[src/rtl/divider_pkg.sv]
// Shared definitions for the sequential restoring divider: FSM encoding and
// the width helper for the iteration counter.
package divider_pkg;

  typedef enum logic [2:0] {
    IDLE  = 3'd0,
    LOAD  = 3'd1,
    SHIFT = 3'd2,
    SUB   = 3'd3,
    DONE  = 3'd4
  } state_t;

  // The counter must be able to hold WIDTH itself, not just WIDTH-1.
  function automatic int count_width(input int width);
    return $clog2(width + 1);
  endfunction

endpackage

[src/rtl/divider_controller.sv]
// Control FSM for the divider: sequences LOAD, WIDTH SHIFT/SUB pairs and DONE,
// and owns the iteration counter.
module divider_controller
  import divider_pkg::*;
#(
  parameter int WIDTH = 8
) (
  input  logic clk,
  input  logic clr,
  input  logic start,
  input  logic divisor_zero,
  output logic ld,
  output logic shift,
  output logic sub_en,
  output logic done,
  output logic busy,
  output logic last
);

  localparam int CW = count_width(WIDTH);

  state_t         state;
  state_t         next_state;
  logic [CW-1:0]  count;

  always_ff @(posedge clk or posedge clr) begin
    if (clr) begin
      state <= IDLE;
    end else begin
      state <= next_state;
    end
  end

  always_ff @(posedge clk or posedge clr) begin
    if (clr) begin
      count <= '0;
    end else if (ld) begin
      count <= CW'(WIDTH);
    end else if (sub_en) begin
      count <= count - CW'(1);
    end
  end

  assign last = (count == CW'(1));

  // Moore decode: every control output depends on the present state only.
  always_comb begin
    next_state = state;
    ld         = 1'b0;
    shift      = 1'b0;
    sub_en     = 1'b0;
    done       = 1'b0;
    busy       = 1'b0;
    case (state)
      IDLE: begin
        if (start) next_state = LOAD;
      end
      LOAD: begin
        ld         = 1'b1;
        busy       = 1'b1;
        next_state = divisor_zero ? DONE : SHIFT;
      end
      SHIFT: begin
        shift      = 1'b1;
        busy       = 1'b1;
        next_state = SUB;
      end
      SUB: begin
        sub_en     = 1'b1;
        busy       = 1'b1;
        next_state = last ? DONE : SHIFT;
      end
      DONE: begin
        done       = 1'b1;
        busy       = 1'b1;
        next_state = IDLE;
      end
      default: begin
        next_state = IDLE;
      end
    endcase
  end

endmodule

[src/rtl/seq_divider.sv]
// Sequential restoring shift-subtract unsigned divider: datapath registers
// plus the controller instance; one quotient bit per SHIFT/SUB pair.
module seq_divider
  import divider_pkg::*;
#(
  parameter int WIDTH = 8
) (
  input  logic             clk,
  input  logic             clr,
  input  logic             start,
  input  logic [WIDTH-1:0] dividend,
  input  logic [WIDTH-1:0] divisor,
  output logic [WIDTH-1:0] quotient,
  output logic [WIDTH-1:0] remainder,
  output logic             busy,
  output logic             done,
  output logic             div_by_zero
);

  logic [WIDTH:0]   r_reg;
  logic [WIDTH-1:0] q_reg;
  logic [WIDTH-1:0] d_reg;

  logic             ld;
  logic             shift;
  logic             sub_en;
  logic             last;
  logic             r_ge_d;
  logic [WIDTH:0]   r_next;
  logic [WIDTH-1:0] q_next;

  divider_controller #(.WIDTH(WIDTH)) u_ctrl (
    .clk          (clk),
    .clr          (clr),
    .start        (start),
    .divisor_zero (divisor == '0),
    .ld           (ld),
    .shift        (shift),
    .sub_en       (sub_en),
    .done         (done),
    .busy         (busy),
    .last         (last)
  );

  // R is one bit wider than D so the shifted partial remainder never overflows.
  assign r_ge_d = (r_reg >= {1'b0, d_reg});
  assign r_next = r_ge_d ? (r_reg - {1'b0, d_reg}) : r_reg;
  assign q_next = {q_reg[WIDTH-1:1], r_ge_d};

  always_ff @(posedge clk or posedge clr) begin
    if (clr) begin
      r_reg       <= '0;
      q_reg       <= '0;
      d_reg       <= '0;
      quotient    <= '0;
      remainder   <= '0;
      div_by_zero <= 1'b0;
    end else begin
      if (ld) begin
        d_reg       <= divisor;
        q_reg       <= dividend;
        r_reg       <= '0;
        div_by_zero <= (divisor == '0);
        // Divide by zero skips the iterations, so the result is published here.
        if (divisor == '0) begin
          quotient  <= '1;
          remainder <= dividend;
        end
      end
      if (shift) begin
        r_reg <= {r_reg[WIDTH-1:0], q_reg[WIDTH-1]};
        q_reg <= {q_reg[WIDTH-2:0], 1'b0};
      end
      if (sub_en) begin
        r_reg <= r_next;
        q_reg <= q_next;
        // Outputs only ever see the final values, on the transition into DONE.
        if (last) begin
          quotient  <= q_next;
          remainder <= r_next[WIDTH-1:0];
        end
      end
    end
  end

endmodule
[config.mk]
export PLATFORM = sky130hd
export DESIGN_NAME = seq_divider
export DESIGN_NICKNAME = d
export VERILOG_FILES = /design/src/rtl/divider_pkg.sv /design/src/rtl/divider_controller.sv /design/src/rtl/seq_divider.sv
export SDC_FILE = /design/constraint.sdc
export NUM_CORES = 1
export LEC_CHECK = 0
export BUFFER_PORTS_ARGS = -buffer_cell sky130_fd_sc_hd__buf_2
export CAP_MARGIN = 25
export CORE_AREA = 2 2 56 97
export CTS_BUF_LIST = sky130_fd_sc_hd__clkbuf_2
export CTS_CLUSTER_DIAMETER = 40
export DETAILED_ROUTE_END_ITERATION = 12
export DIE_AREA = 0 0 58 99
export GPL_TIMING_DRIVEN = 0
export MAX_ROUTING_LAYER = met4
export PLACE_DENSITY = 0.8
export SETUP_SLACK_MARGIN = 0.2
export SYNTH_ARGS = -nofsm -noshare
export SYNTH_HDL_FRONTEND = slang
export SYNTH_HIERARCHICAL = 1
export SYNTH_SLANG_ARGS = --single-unit
[constraint.sdc]
create_clock -name clk -period 2.5 [get_ports clk]
set_input_delay 0.125 -clock clk [delete_from_list [all_inputs] [get_ports clk]]
set_output_delay 0.125 -clock clk [all_outputs]
set_load 0.02 [all_outputs]
# [Word level (Yosys, flattened, before mapping)]
# Index checks and enable logic that the tools add are counted.
# Widths: inputs -> output; s select.
[word_totals] register_bits=49 latch_bits=0 ram_bits=0 rom_bits=0 output_inout_bits=19 mem_count=0
[op_classes] addsub=2 multipliers=0 div_mod_pow=0 magnitude_cmp=1 eq_ne=7 shift=0 muxes=26 n_bitwise=1 n_reduce_logical=8
[ops] operator="$mux 8" count=10
[ops] operator="$mux 9" count=4
[ops] operator="$pmux 3 s4" count=1
[ops] operator="$ge 9x8->1" count=1
[ops] operator="$mux 3" count=3
[ops] operator="$sub 9x8->9" count=1
[ops] operator="$logic_not 8->1" count=1
[ops] operator="$mux 4" count=2
[ops] operator="$eq 3x2->1 const B" count=2
[ops] operator="$mux 1" count=6
[ops] operator="$eq 4x1->1 const B" count=1
[ops] operator="$reduce_and 2->1" count=2
[ops] operator="$reduce_bool 2->1" count=2
[ops] operator="$reduce_or 4->1" count=1
[ops] operator="$sub 4x1->4 const B" count=1
[ops] operator="$eq 3x1->1 const B" count=1
[ops] operator="$eq 3x3->1 const B" count=1
[ops] operator="$logic_not 3->1" count=1
[ops] operator="$reduce_bool 3->1" count=1
[ops] operator="$ne 2x1->1 const B" count=1
[ops] operator="$ne 2x2->1 const B" count=1
[ops] operator="$not 1->1" count=1

# [Depth between registers and ports, before layout]
[depth] ltp_word=5 mapped_depth=10 depth_no_buf=9

# [Cells and area by module]
# Netlist, hierarchy kept.
[modules_own_cells] module="seq_divider" instances=1 cells_each=264 area_each_um2=2424.8 seq_area_each_um2=1051.0
[modules_own_cells] module="divider_controller" instances=1 cells_each=40 area_each_um2=420.4 seq_area_each_um2=175.2

# [Worst setup path after synthesis]
# OpenSTA, ideal clock, no wires.
[synth_path] path_type="flip-flop to flip-flop" start="reg r_reg[6]" end="reg r_reg[7]" setup_ps=139 t_arrival_ps=2149 required_ps=2361 setup_slack_ps=211 stages_incl_launch_ff=10 path_buffers=2 synth_period_minus_slack_ps=2289 cell_sequence="dfrtp_1 > ha_1 > a21oi_2 > nor2b_1 > or4b_1 > a31o_1 > buf_6 > buf_6 > mux2i_1 > a21oi_1"
[synth_via] elab_chain_len=3 word_cells_on_any_way=5 classes_between="1 x add/sub; 1 x order compare; 3 x mux"
[synth_rtl] element="start: declaration" line="seq_divider.sv:20" text="logic [WIDTH:0] r_reg;"
[synth_rtl] element="start signal: assignment" line="seq_divider.sv:71" text="r_reg <= {r_reg[WIDTH-1:0], q_reg[WIDTH-1]};"
[synth_rtl] element="start signal: assignment" line="seq_divider.sv:75" text="r_reg <= r_next;"
[synth_rtl] element="$sub 9x8->9 or $ge 9x8->1 (tied branches)" line="seq_divider.sv:47, seq_divider.sv:46"
[synth_rtl] element="$mux 9" line="seq_divider.sv:47" text="assign r_next = r_ge_d ? (r_reg - {1'b0, d_reg}) : r_reg;"
[synth_rtl] element="$mux 9 *" line="seq_divider.sv:74" text="if (sub_en) begin"
# Every way passes the cells marked *; elsewhere a longest branch is shown, timed or not. The select of a mux whose other input is x is not followed.
# A chain may end at the register's enable or synchronous reset.

# [Final worst setup path]
[layout_path] start="reg d_reg[6]" end="reg r_reg[7]"
[layout_via] elab_chain_len=3 word_cells_on_any_way=4 classes_between="1 x add/sub; 1 x order compare; 2 x mux"
[layout_rtl] element="start: declaration" line="seq_divider.sv:22" text="logic [WIDTH-1:0] d_reg;"
[layout_rtl] element="start signal: assignment" line="seq_divider.sv:60" text="d_reg <= divisor;"
[layout_rtl] element="$sub 9x8->9 or $ge 9x8->1 (tied branches)" line="seq_divider.sv:47, seq_divider.sv:46"
[layout_rtl] element="$mux 9 *" line="seq_divider.sv:47"
[layout_rtl] element="$mux 9 *" line="seq_divider.sv:74"
# Marked as above.

==> key figures <==
Synth
  – Commonest cells post-synth: dfrtp_1 (49), nand2_1 (30), nor2_1 (28)
  – Synth Warn #: 6
  – Sequential share of the synthesized area: 0.431
  – Synth unique cells: 56
  – FF+latch count, synth: 49
  – Top cells by area, synth: dfrtp_1 (43%), ha_1 (4.4%), nand2_1 (4.0%)
  – Most frequent cell after synthesis: dfrtp_1
  – Primary FF master, synth: dfrtp_1
  – Synth Area per Inst: 9.36 sq um
  – Top cell type's share of synthesized area: 0.431
  – Post-Synthesis Cells: 304
  – Post-synth EDFFs: 0
  – Synth area leader: dfrtp_1
  – Syn Nets: 334
  – Post-synth ARST share: 1.00
  – Post-synthesis cell area: 2850 sq um

Finish
  – Max FFs per register: 9
  – Fillers: 357
  – Fin util: 0.741
  – Layout cells sized above 1: 0.309
  – Diodes inserted: 0
  – P&R area growth vs syn: 28.6%
  – Area occupied by multi-input gates: 1590 sq um
  – Count of non-filler cells in the finished layout: 442
  – Register area: 1230 sq um
  – Layout net count: 417

Hold path
  – HP Class: input pin to flop
  – Hold Path End: remainder[1]
  – Hold path startpoint: dividend[1]
  – Worst Hold Path Cells: 4

Placement
  – DP Wirelength: 4.96 mm
  – Post-placement cell count: 395
  – Port bufs: 37
  – GPL Wtd Cong: 0.868

Timing
  – Worst-margin pin slew: 0.901 ns
  – Setup clock skew after layout: 0.0161 ns
  – Max Slew Vio Count: 0
  – Final Cycle Share: 0.946
  – Final Hold Viols: 0
  – Fmax: 423 MHz
  – Slew HR: 0.398
  – # setup viols final: 0
  – Min cycle time layout: 2.36 ns
  – RSZ-0062 raised after global routing: true
  – Min Hold Slack: 0.0148 ns
  – Setup_tns: 0 ns

CTS
  – H-Tree Depth: 2
  – Inserted Clock Buffers: 5
  – Reg clk slew, reported paths: 0.28 ns
  – CTS tree: built
  – Clk root buf: clkbuf_2
  – Clk sinks: 49
  – Clock latency on the worst-skew pair: 0.46 ns
  – Clock Path Buffers: 2

Global route
  – GRT Total Usage: 0.284
  – Number of global-route vias before repair: 2611
  – First-pass GRT wire length: 12.3 mm
  – GRT overflow: 0
  – Largest net degree at the start of global routing: 43
  – Initial antenna violation count: 0

Worst setup path
  – Crit path capture type: flop
  – CP Launch Type: flop
  – Worst Reg2Reg Path Length in Cells: 10
  – Reg-to-Reg Start: d_reg[6]
  – Worst Path Class, Setup: flop to flop
  – Critical Path RT: 2.87 ns
  – FF-to-FF End: r_reg[7]
  – CP Max Fanout: 7
  – R2R setup slack: 0.14 ns
  – Worst Path Arrival: 2.74 ns

Route
  – Met3 wire len: 269 microns
  – Post-route ant nets: 0
  – Met1 wire length: 2.74 mm
  – Vias: 2637
  – Detailed Routing Iterations Pass 1: 5
  – Routed WL per cell: 17.0 microns
  – Number of remaining DRC errors: 0
  – Vias per std cell: 5.97
  – Drt total wl: 7.52 mm
  – Uppermost routed layer: met4
  – Metal2 WL: 4.33 mm
  – DRT iter0 DRCs: 105

Floorplanning
  – Initial Util: 0.577
  – Die Area: 5740 sq um
  – Io pins: 38
  – Rows: 34
  – Chip Width: 58 microns
  – Core Area: 4930 sq um
  – Die Height: 99 microns

Power
  – Lkg Pwr: 1.67 nW
  – Peak supply drop: 0.00124 V
  – Pwr/cell area: 1680 nW/um^2

Job
  – Max-cap viol count: 0

Outcome
  – Status: finished, final reports clean
-- per-layer routing --
layer	GRT usage	up-vias
met4	0.106	0
met1	0.311	1291
met5	-	-
met2	0.508	83
met3	0.0367	19
li1	-	1244
-- timing repair --
action,4_1_cts,5_1_grt
setup endpoints to repair,23,28
pin swaps,10,12
endpoints found under the hold margin,65,0
gates cloned,0,1
hold buffers,16,0
setup buffers,14,8
resized for setup,23,12
-- cells by family after synthesis --
group | count (synthesis) | synth area share
adder cells (fa/ha/maj) | 11 | 0.0510
buffers and inverters | 34 | 0.0580
multiplexers | 14 | 0.0567
XOR/XNOR | 5 | 0.0154
flip-flops | 49 | 0.431
AO/OA/AOI/OAI | 83 | 0.192
AND/OR/NAND/NOR | 108 | 0.196
-- final cells by class --
class,count,share of cell area
well taps,54,0.0185
clock inverters,3,0.00718
clock buffers,5,0.00684
plain buffers,18,0.0284
repair buffers,76,0.150
inverters,16,0.0198
multi-input cells,221,0.434
flip-flops and latches,49,0.335
-- critical path, stage by stage, from the launching register on --
cell,delay [ns]
dfrtp_1,0.44
inv_2,0.08
ha_4,0.22
and3_4,0.20
nand4_1,0.08
or4b_4,0.46
a31o_1,0.21
buf_6,0.14
buf_8,0.14
mux2i_2,0.22
a21oi_1,0.10
-- metrics by stage --
stage	power, mW	area (sq um)	setup slack, ns
detailed placement	4.81	3100	-0.0178
global placement	4.69	3100	-0.0277
CTS	5.75	3530	0.187
floorplan	4.03	2850	0.211
finish	6.14	3660	0.136
global route	6.59	3660	0.0850
-- worst max-delay path by stage --
stage / from / end / cells after the start
after floorplan: r_reg[6] / r_reg[7] / 9
after global placement: r_reg[4] / r_reg[3] / 9
after detailed placement: r_reg[6] / r_reg[3] / 9
after CTS: d_reg[7] / r_reg[3] / 10
after global routing: d_reg[6] / remainder[7] / 10
final: d_reg[6] / r_reg[7] / 10
-- cell usage in the layout, fill, tap and decap left out, drive strengths merged, types with 3 or more instances in the layout --
cell / instances
clkbuf: 18
dfrtp: 49
nor3: 14
nand2: 30
inv: 17
o21ai: 24
a211oi: 8
xnor2: 3
and3: 6
a21o: 3
mux2: 8
a21oi: 19
dlygate4sd3: 16
a31oi: 3
a22oi: 9
nor2: 29
ha: 10
nand2b: 5
o31ai: 3
mux2i: 6
buf: 65
nor2b: 6
nor3b: 7
-- power breakdown --
part           leakage [nW]  internal, mW  switching, mW
registers             0.582          1.19          0.288
clock network        0.0271        0.0752          0.294
logic                  1.06          2.02           2.27
No activity file was read; power rests on OpenSTA's default activity.
